$ cat config.mk
export PLATFORM = sky130hd
export DESIGN_NAME = shift_queue_issuer_flat
export DESIGN_NICKNAME = d
export VERILOG_FILES = /design/src/rtl/lsq_pkg.sv /design/src/rtl/shift_queue_issuer_if.sv /design/src/rtl/onehot_lsb_picker.sv /design/src/rtl/shift_queue_issuer.sv /design/src/flat_wrapper.sv
export SDC_FILE = /design/constraint.sdc
export NUM_CORES = 1
export LEC_CHECK = 0
export CORE_AREA = 2 2 325 327
export CTS_CLUSTER_SIZE = 40
export DETAILED_ROUTE_END_ITERATION = 7
export DIE_AREA = 0 0 327 329
export GPL_ROUTABILITY_DRIVEN = 0
export HOLD_SLACK_MARGIN = 0.02
export SLEW_MARGIN = 20
export SYNTH_ARGS = -nofsm -noshare
export SYNTH_HDL_FRONTEND = slang
export SYNTH_SLANG_ARGS = --single-unit
$ cat constraint.sdc
create_clock -name clk -period 3.25 [get_ports clk]
set_clock_uncertainty 0.15 [all_clocks]
set_input_delay 0.8125 -clock clk [delete_from_list [all_inputs] [get_ports clk]]
set_output_delay 0.8125 -clock clk [all_outputs]
set_load 0.1 [all_outputs]
$ cat src/rtl/lsq_pkg.sv
// Shared defaults and field positions for the load/store shift-queue issuer.
// The top-level valid/ready flags sit in the two most significant bits of an entry.
package lsq_pkg;
  localparam int N_ENTRIES   = 8;
  localparam int ENTRY_WIDTH = 81;
  localparam int VLD_BIT     = ENTRY_WIDTH - 1;
  localparam int RDY_BIT     = ENTRY_WIDTH - 2;

  typedef enum logic {
    ST_EMPTY = 1'b0,
    ST_HELD  = 1'b1
  } issue_state_e;

  // Flag positions for an arbitrary entry width (same layout as the defaults).
  function automatic int vld_bit(input int width);
    return width - 1;
  endfunction

  function automatic int rdy_bit(input int width);
    return width - 2;
  endfunction
endpackage

$ cat src/rtl/shift_queue_issuer_if.sv
// Dequeue and issue handshake bundle between the shift queue, the issuer and the memory pipeline.
// master = issuer side, slave = queue / pipeline side.
interface shift_queue_issuer_if #(
  parameter int N_ENTRIES   = lsq_pkg::N_ENTRIES,
  parameter int ENTRY_WIDTH = lsq_pkg::ENTRY_WIDTH
);
  logic                   deq_ready;
  logic [N_ENTRIES-1:0]   deq_sel_onehot;
  logic                   deq_valid;
  logic [ENTRY_WIDTH-1:0] deq_data;
  logic                   issue_valid;
  logic                   issue_ready;
  logic [ENTRY_WIDTH-1:0] issue_data;

  modport master (
    output deq_ready, deq_sel_onehot, issue_valid, issue_data,
    input  deq_valid, deq_data, issue_ready
  );

  modport slave (
    input  deq_ready, deq_sel_onehot, issue_valid, issue_data,
    output deq_valid, deq_data, issue_ready
  );
endinterface

$ cat src/rtl/onehot_lsb_picker.sv
// Returns a one-hot vector of the lowest set request bit (all zero when no request).
module onehot_lsb_picker #(
  parameter int N = 8
) (
  input  logic [N-1:0] req_i,
  output logic [N-1:0] gnt_o
);
  // Two's-complement trick isolates the least significant set bit.
  assign gnt_o = req_i & (~req_i + N'(1));
endmodule

$ cat src/rtl/shift_queue_issuer.sv
// Picks the oldest ready entry of a compacting shift queue, holds it in one register
// and offers it to the memory pipeline with a valid/ready handshake at one entry per cycle.
module shift_queue_issuer #(
  parameter int N_ENTRIES   = lsq_pkg::N_ENTRIES,
  parameter int ENTRY_WIDTH = lsq_pkg::ENTRY_WIDTH,
  parameter int IN_ORDER    = 0
) (
  input  logic                                  clk,
  input  logic                                  rst_aH,
  input  logic [N_ENTRIES-1:0][ENTRY_WIDTH-1:0] entry_douts,
  input  logic                                  flush,
  output logic [15:0]                           issued_cnt,
  shift_queue_issuer_if.master                  bus
);
  localparam int VLD_B = lsq_pkg::vld_bit(ENTRY_WIDTH);
  localparam int RDY_B = lsq_pkg::rdy_bit(ENTRY_WIDTH);

  lsq_pkg::issue_state_e  state_q;
  logic [ENTRY_WIDTH-1:0] data_q;
  logic [15:0]            cnt_q;
  logic [15:0]            cnt_d;

  logic [N_ENTRIES-1:0] cand;
  logic [N_ENTRIES-1:0] pick;
  logic                 any_cand;
  logic                 issue_valid;
  logic                 deq_ready;
  logic                 deq_fire;
  logic                 issue_hs;
  logic                 unused_payload;

  for (genvar gi = 0; gi < N_ENTRIES; gi++) begin : g_cand
    if (IN_ORDER != 0 && gi > 0) begin : g_blocked
      assign cand[gi] = 1'b0;
    end else begin : g_open
      assign cand[gi] = entry_douts[gi][VLD_B] & entry_douts[gi][RDY_B];
    end
  end

  // Only the flag bits are inspected here; payload reaches us through deq_data.
  assign unused_payload = ^entry_douts;

  onehot_lsb_picker #(
    .N (N_ENTRIES)
  ) u_picker (
    .req_i (cand),
    .gnt_o (pick)
  );

  assign any_cand    = |cand;
  assign issue_valid = (state_q == lsq_pkg::ST_HELD);
  assign deq_ready   = any_cand & ~flush & ~rst_aH & (~issue_valid | bus.issue_ready);
  assign deq_fire    = deq_ready & bus.deq_valid;
  assign issue_hs    = issue_valid & bus.issue_ready;
  assign cnt_d       = cnt_q + 16'd1;

  assign bus.deq_ready      = deq_ready;
  assign bus.deq_sel_onehot = deq_ready ? pick : '0;
  assign bus.issue_valid    = issue_valid;
  assign bus.issue_data     = data_q;
  assign issued_cnt         = cnt_q;

  always_ff @(posedge clk) begin
    if (rst_aH) begin
      state_q <= lsq_pkg::ST_EMPTY;
      data_q  <= '0;
      cnt_q   <= '0;
    end else begin
      if (issue_hs) begin
        cnt_q <= cnt_d;
      end
      case (state_q)
        lsq_pkg::ST_EMPTY: begin
          if (deq_fire) begin
            state_q <= lsq_pkg::ST_HELD;
            data_q  <= bus.deq_data;
          end
        end
        lsq_pkg::ST_HELD: begin
          // A dequeue here implies a same-cycle handshake, so the slot is simply refilled.
          if (flush) begin
            state_q <= lsq_pkg::ST_EMPTY;
          end else if (deq_fire) begin
            data_q <= bus.deq_data;
          end else if (issue_hs) begin
            state_q <= lsq_pkg::ST_EMPTY;
          end
        end
        default: state_q <= lsq_pkg::ST_EMPTY;
      endcase
    end
  end
endmodule

$ cat src/flat_wrapper.sv
// flat-port wrapper written by rule: the top's interface ports become plain ports
module shift_queue_issuer_flat 
#(
  parameter int N_ENTRIES   = lsq_pkg::N_ENTRIES,
  parameter int ENTRY_WIDTH = lsq_pkg::ENTRY_WIDTH,
  parameter int IN_ORDER    = 0
)
  (clk, rst_aH, entry_douts, flush, issued_cnt, bus_deq_ready, bus_deq_sel_onehot, bus_issue_valid, bus_issue_data, bus_deq_valid, bus_deq_data, bus_issue_ready);
  shift_queue_issuer_if #(.N_ENTRIES(N_ENTRIES), .ENTRY_WIDTH(ENTRY_WIDTH)) bus_i ();
  input  logic clk;
  input  logic rst_aH;
  input  logic [N_ENTRIES-1:0][ENTRY_WIDTH-1:0] entry_douts;
  input  logic flush;
  output logic [15:0] issued_cnt;
  output wire logic [$bits(bus_i.deq_ready)-1:0] bus_deq_ready;
  output wire logic [$bits(bus_i.deq_sel_onehot)-1:0] bus_deq_sel_onehot;
  output wire logic [$bits(bus_i.issue_valid)-1:0] bus_issue_valid;
  output wire logic [$bits(bus_i.issue_data)-1:0] bus_issue_data;
  input wire logic [$bits(bus_i.deq_valid)-1:0] bus_deq_valid;
  input wire logic [$bits(bus_i.deq_data)-1:0] bus_deq_data;
  input wire logic [$bits(bus_i.issue_ready)-1:0] bus_issue_ready;
  assign bus_deq_ready = bus_i.deq_ready;
  assign bus_deq_sel_onehot = bus_i.deq_sel_onehot;
  assign bus_issue_valid = bus_i.issue_valid;
  assign bus_issue_data = bus_i.issue_data;
  assign bus_i.deq_valid = bus_deq_valid;
  assign bus_i.deq_data = bus_deq_data;
  assign bus_i.issue_ready = bus_issue_ready;
  shift_queue_issuer #(.N_ENTRIES(N_ENTRIES), .ENTRY_WIDTH(ENTRY_WIDTH), .IN_ORDER(IN_ORDER)) u_core (.clk(clk), .rst_aH(rst_aH), .entry_douts(entry_douts), .flush(flush), .issued_cnt(issued_cnt), .bus(bus_i));
endmodule
==> flow_metrics.tcl <==
set metrics [dict create \
    status "complete, no violations" \
    arrival_ns 2.24 \
    synth_top_area_share_pct 49.39 \
    hold_violations 0 \
    die-area_um2 107600 \
    finalCritPeriodShare_pct 98.39 \
    power_density_nw_per_um2 373.1 \
    cts_tree "done" \
    wl_met1_mm 8.040 \
    wl_met2_mm 6.842 \
    syn_area_um2 3973 \
    worstMarginPinSlew_ns 0.7294 \
    grt_pass1_vias 4462 \
    clock.fmax_mhz 312.7 \
    syn-num-nets 1223 \
    synth_area_leaders "dfxtp_1 (49%), nand3_1 (12%), a21oi_1 (11%)" \
    drv_slew 0 \
    antenna_found_initial 4 \
    cts_inserted_buffers 9 \
    first_pass_iters 6 \
    path_clk_slew_ns 0.07 \
    syn_inst 488 \
    highest_layer "met4" \
    fin_crit_ns 3.198 \
    synth_cell_types 36 \
    fin_ws_ns 0.05226 \
    ir_worst_vdd_mv 0.2266 \
    fin_util_pct 7.716 \
    via_count 4479 \
    die_w_um 327 \
    crit_fanout 4 \
    maxCapViolations 0 \
    clock-sinks 98 \
    first_iter_violations 210 \
    area_growth_pct 102.7 \
    drt_wl_total_mm 17.43 \
    fillCellCount 12197 \
    pre_cts_slack_ns -0.2391 \
    holdWs_ns 0.3263 \
    route.met3.wl_mm 2.354 \
    nets 1424 \
    setup_viol 0 \
    power_leakage_nw 2.514 \
    cts-root-buf "clkbuf_16" \
    cts_buffer_depth 2 \
    grt_pass1_wl_mm 25.92 \
    hp-class "flip-flop to flip-flop" \
    setup_tns_ns 0 \
    grt_max_degree 52 \
    overflow 0 \
    slew_headroom_pct 51.38 \
    rows 119 \
    grt_usage_pct 3.204 \
    chipHeight_um 329 \
    drc_errors 0 \
    end_kind "primary output" \
    start_util_pct 3.806 \
    postRouteAntennaNets 0 \
    synth_seq_area_share_pct 49.39 \
    cp.required_ns 2.29 \
    crit_slowest_cell "a222oi_1" \
    multi_input_area_um2 1876 \
    criticalPathCategory "primary input to primary output" \
    synthArstFlopShare_pct 0 \
    yosysWarnings 0 \
    h-tree-depth 3 \
    wire_per_inst_um 8.342 \
    synth_seq_cells 98 \
    seqCellArea_um2 1963 \
    clk_latency_ns 0.39 \
    path_cells "dlygate4sd2_1 > a222oi_1 > buf_4 > nand3_2 > nand4_1 > buf_6 > nor2_2 > buf_12" \
    dp_hpwl_mm 12.29 \
    worst_setup_path_start_kind "primary input" \
    synth_ff_type "dfxtp_1" \
    yosysTopAreaCell "dfxtp_1" \
    drive_above_1_share_pct 24.78 \
    syn_area_per_cell_um2 8.140 \
    numPortBuffers 208 \
    fp.coreArea_um2 104400 \
    power_w 0.003005 \
    ios 841 \
    slowest_delay_ns 0.41 \
    synth_edf_count 0 \
    vias_per_cell 2.143 \
]
-- kinds of logic after synthesis --
| logic type | synth area share, % |
|---|---|
| AO/OA/AOI/OAI | 22.42 |
| AND/OR/NAND/NOR | 20.09 |
| flip-flops | 49.39 |
| buffers and inverters | 5.291 |
| XOR/XNOR | 2.205 |
| multiplexers | 0.2834 |
| adder cells (fa/ha/maj) | 0.3149 |
-- cells in the mapped netlist, types with 4 or more instances --
| library cell | n |
|---|---|
| clkbuf_2 | 8 |
| xnor2_1 | 5 |
| nand2_1 | 11 |
| nand3_1 | 92 |
| nor2_1 | 18 |
| nand4_1 | 8 |
| xor2_1 | 5 |
| buf_1 | 8 |
| o21ai_0 | 82 |
| dfxtp_1 | 98 |
| nor3_1 | 4 |
| buf_2 | 7 |
| a21oi_1 | 87 |
| clkbuf_1 | 22 |
-- flip-flops by register name (all words and copies together) (netlist names) --
signal	flops
u_core.bus.issue_data	81
u_core.bus.issue_valid	1
u_core.issued_cnt	16
-- final timing paths --
check                                          startpoint                   endpoint  slack (ns)  depth (start not counted)
worst max-delay path                     entry_douts[403]      bus_deq_sel_onehot[7]        0.05                          8
worst max register to register       u_core.issued_cnt[6]      u_core.issued_cnt[15]        1.37                          4
worst min-delay path            u_core.bus.issue_data[20]  u_core.bus.issue_data[20]        0.33                          2
worst min register to register  u_core.bus.issue_data[20]  u_core.bus.issue_data[20]        0.33                          2
-- worst max-delay path: cells and delay by family --
kind / cells / cell delay [ns]
and+or+nand+nor: 3 / 0.24
buffers and inverters: 4 / 0.76
AOI/OAI and AO/OA: 1 / 0.41
-- layer usage --
| metal | up-vias | track usage (%) |
|---|---|---|
| met5 | - | 0 |
| met4 | 0 | 0.7679 |
| met3 | 16 | 1.999 |
| met2 | 236 | 4.463 |
| met1 | 2062 | 4.098 |
| li1 | 2165 | - |
-- layout make-up --
cell class                      count  share of cell area, %
Clock buffer                       10                  2.967
Sequential cell                    98                  24.37
Clock inverter                      6                 0.5127
Multi-Input combinational cell    341                  23.29
Timing Repair Buffer              236                  26.95
Tap cell                         1391                  21.61
Inverter                            3                 0.1398
Antenna cell                        5                 0.1554
-- per-stage QoR --
step           instance area, µm²  std cells
3_3_place_gp                 7710       2066
6_report                     8054       2090
2_1_floorplan                4013        488
3_5_place_dp                 7710       2066
4_1_cts                      8014       2084
5_1_grt                      8041       2085
-- placed cells by master, fill, tap and decap left out, drive strengths merged --
cell	count
buf	136
dfxtp	98
nand3	92
clkdlybuf4s50	88
a21oi	87
o21ai	83
nor2	18
nand2	11
clkbuf	10
nand4	9
dlymetal6s2s	6
dlygate4sd2	6
diode	5
xor2	5
xnor2	5
clkinv	5
inv	4
nor3	4
and4	4
or3	3
nor2b	2
a22oi	2
nand2b	2
o31ai	2
or4	2
nor4	2
and3	2
a222oi	1
and2	1
nor3b	1
or2	1
mux2	1
ha	1
-- repair_timing --
action	4_1_cts	5_1_grt
hold buffers	0	0
resized for setup	11	7
setup buffers	3	1
endpoints found under the setup margin	6	4
pin swaps	4	6
-- where the power goes --
group	switching [W]	internal, W
clock	0.000561	0.000544
combinational	0.000437	0.000212
sequential	0.0000164	0.00123
No activity file was read; power rests on OpenSTA's default activity.
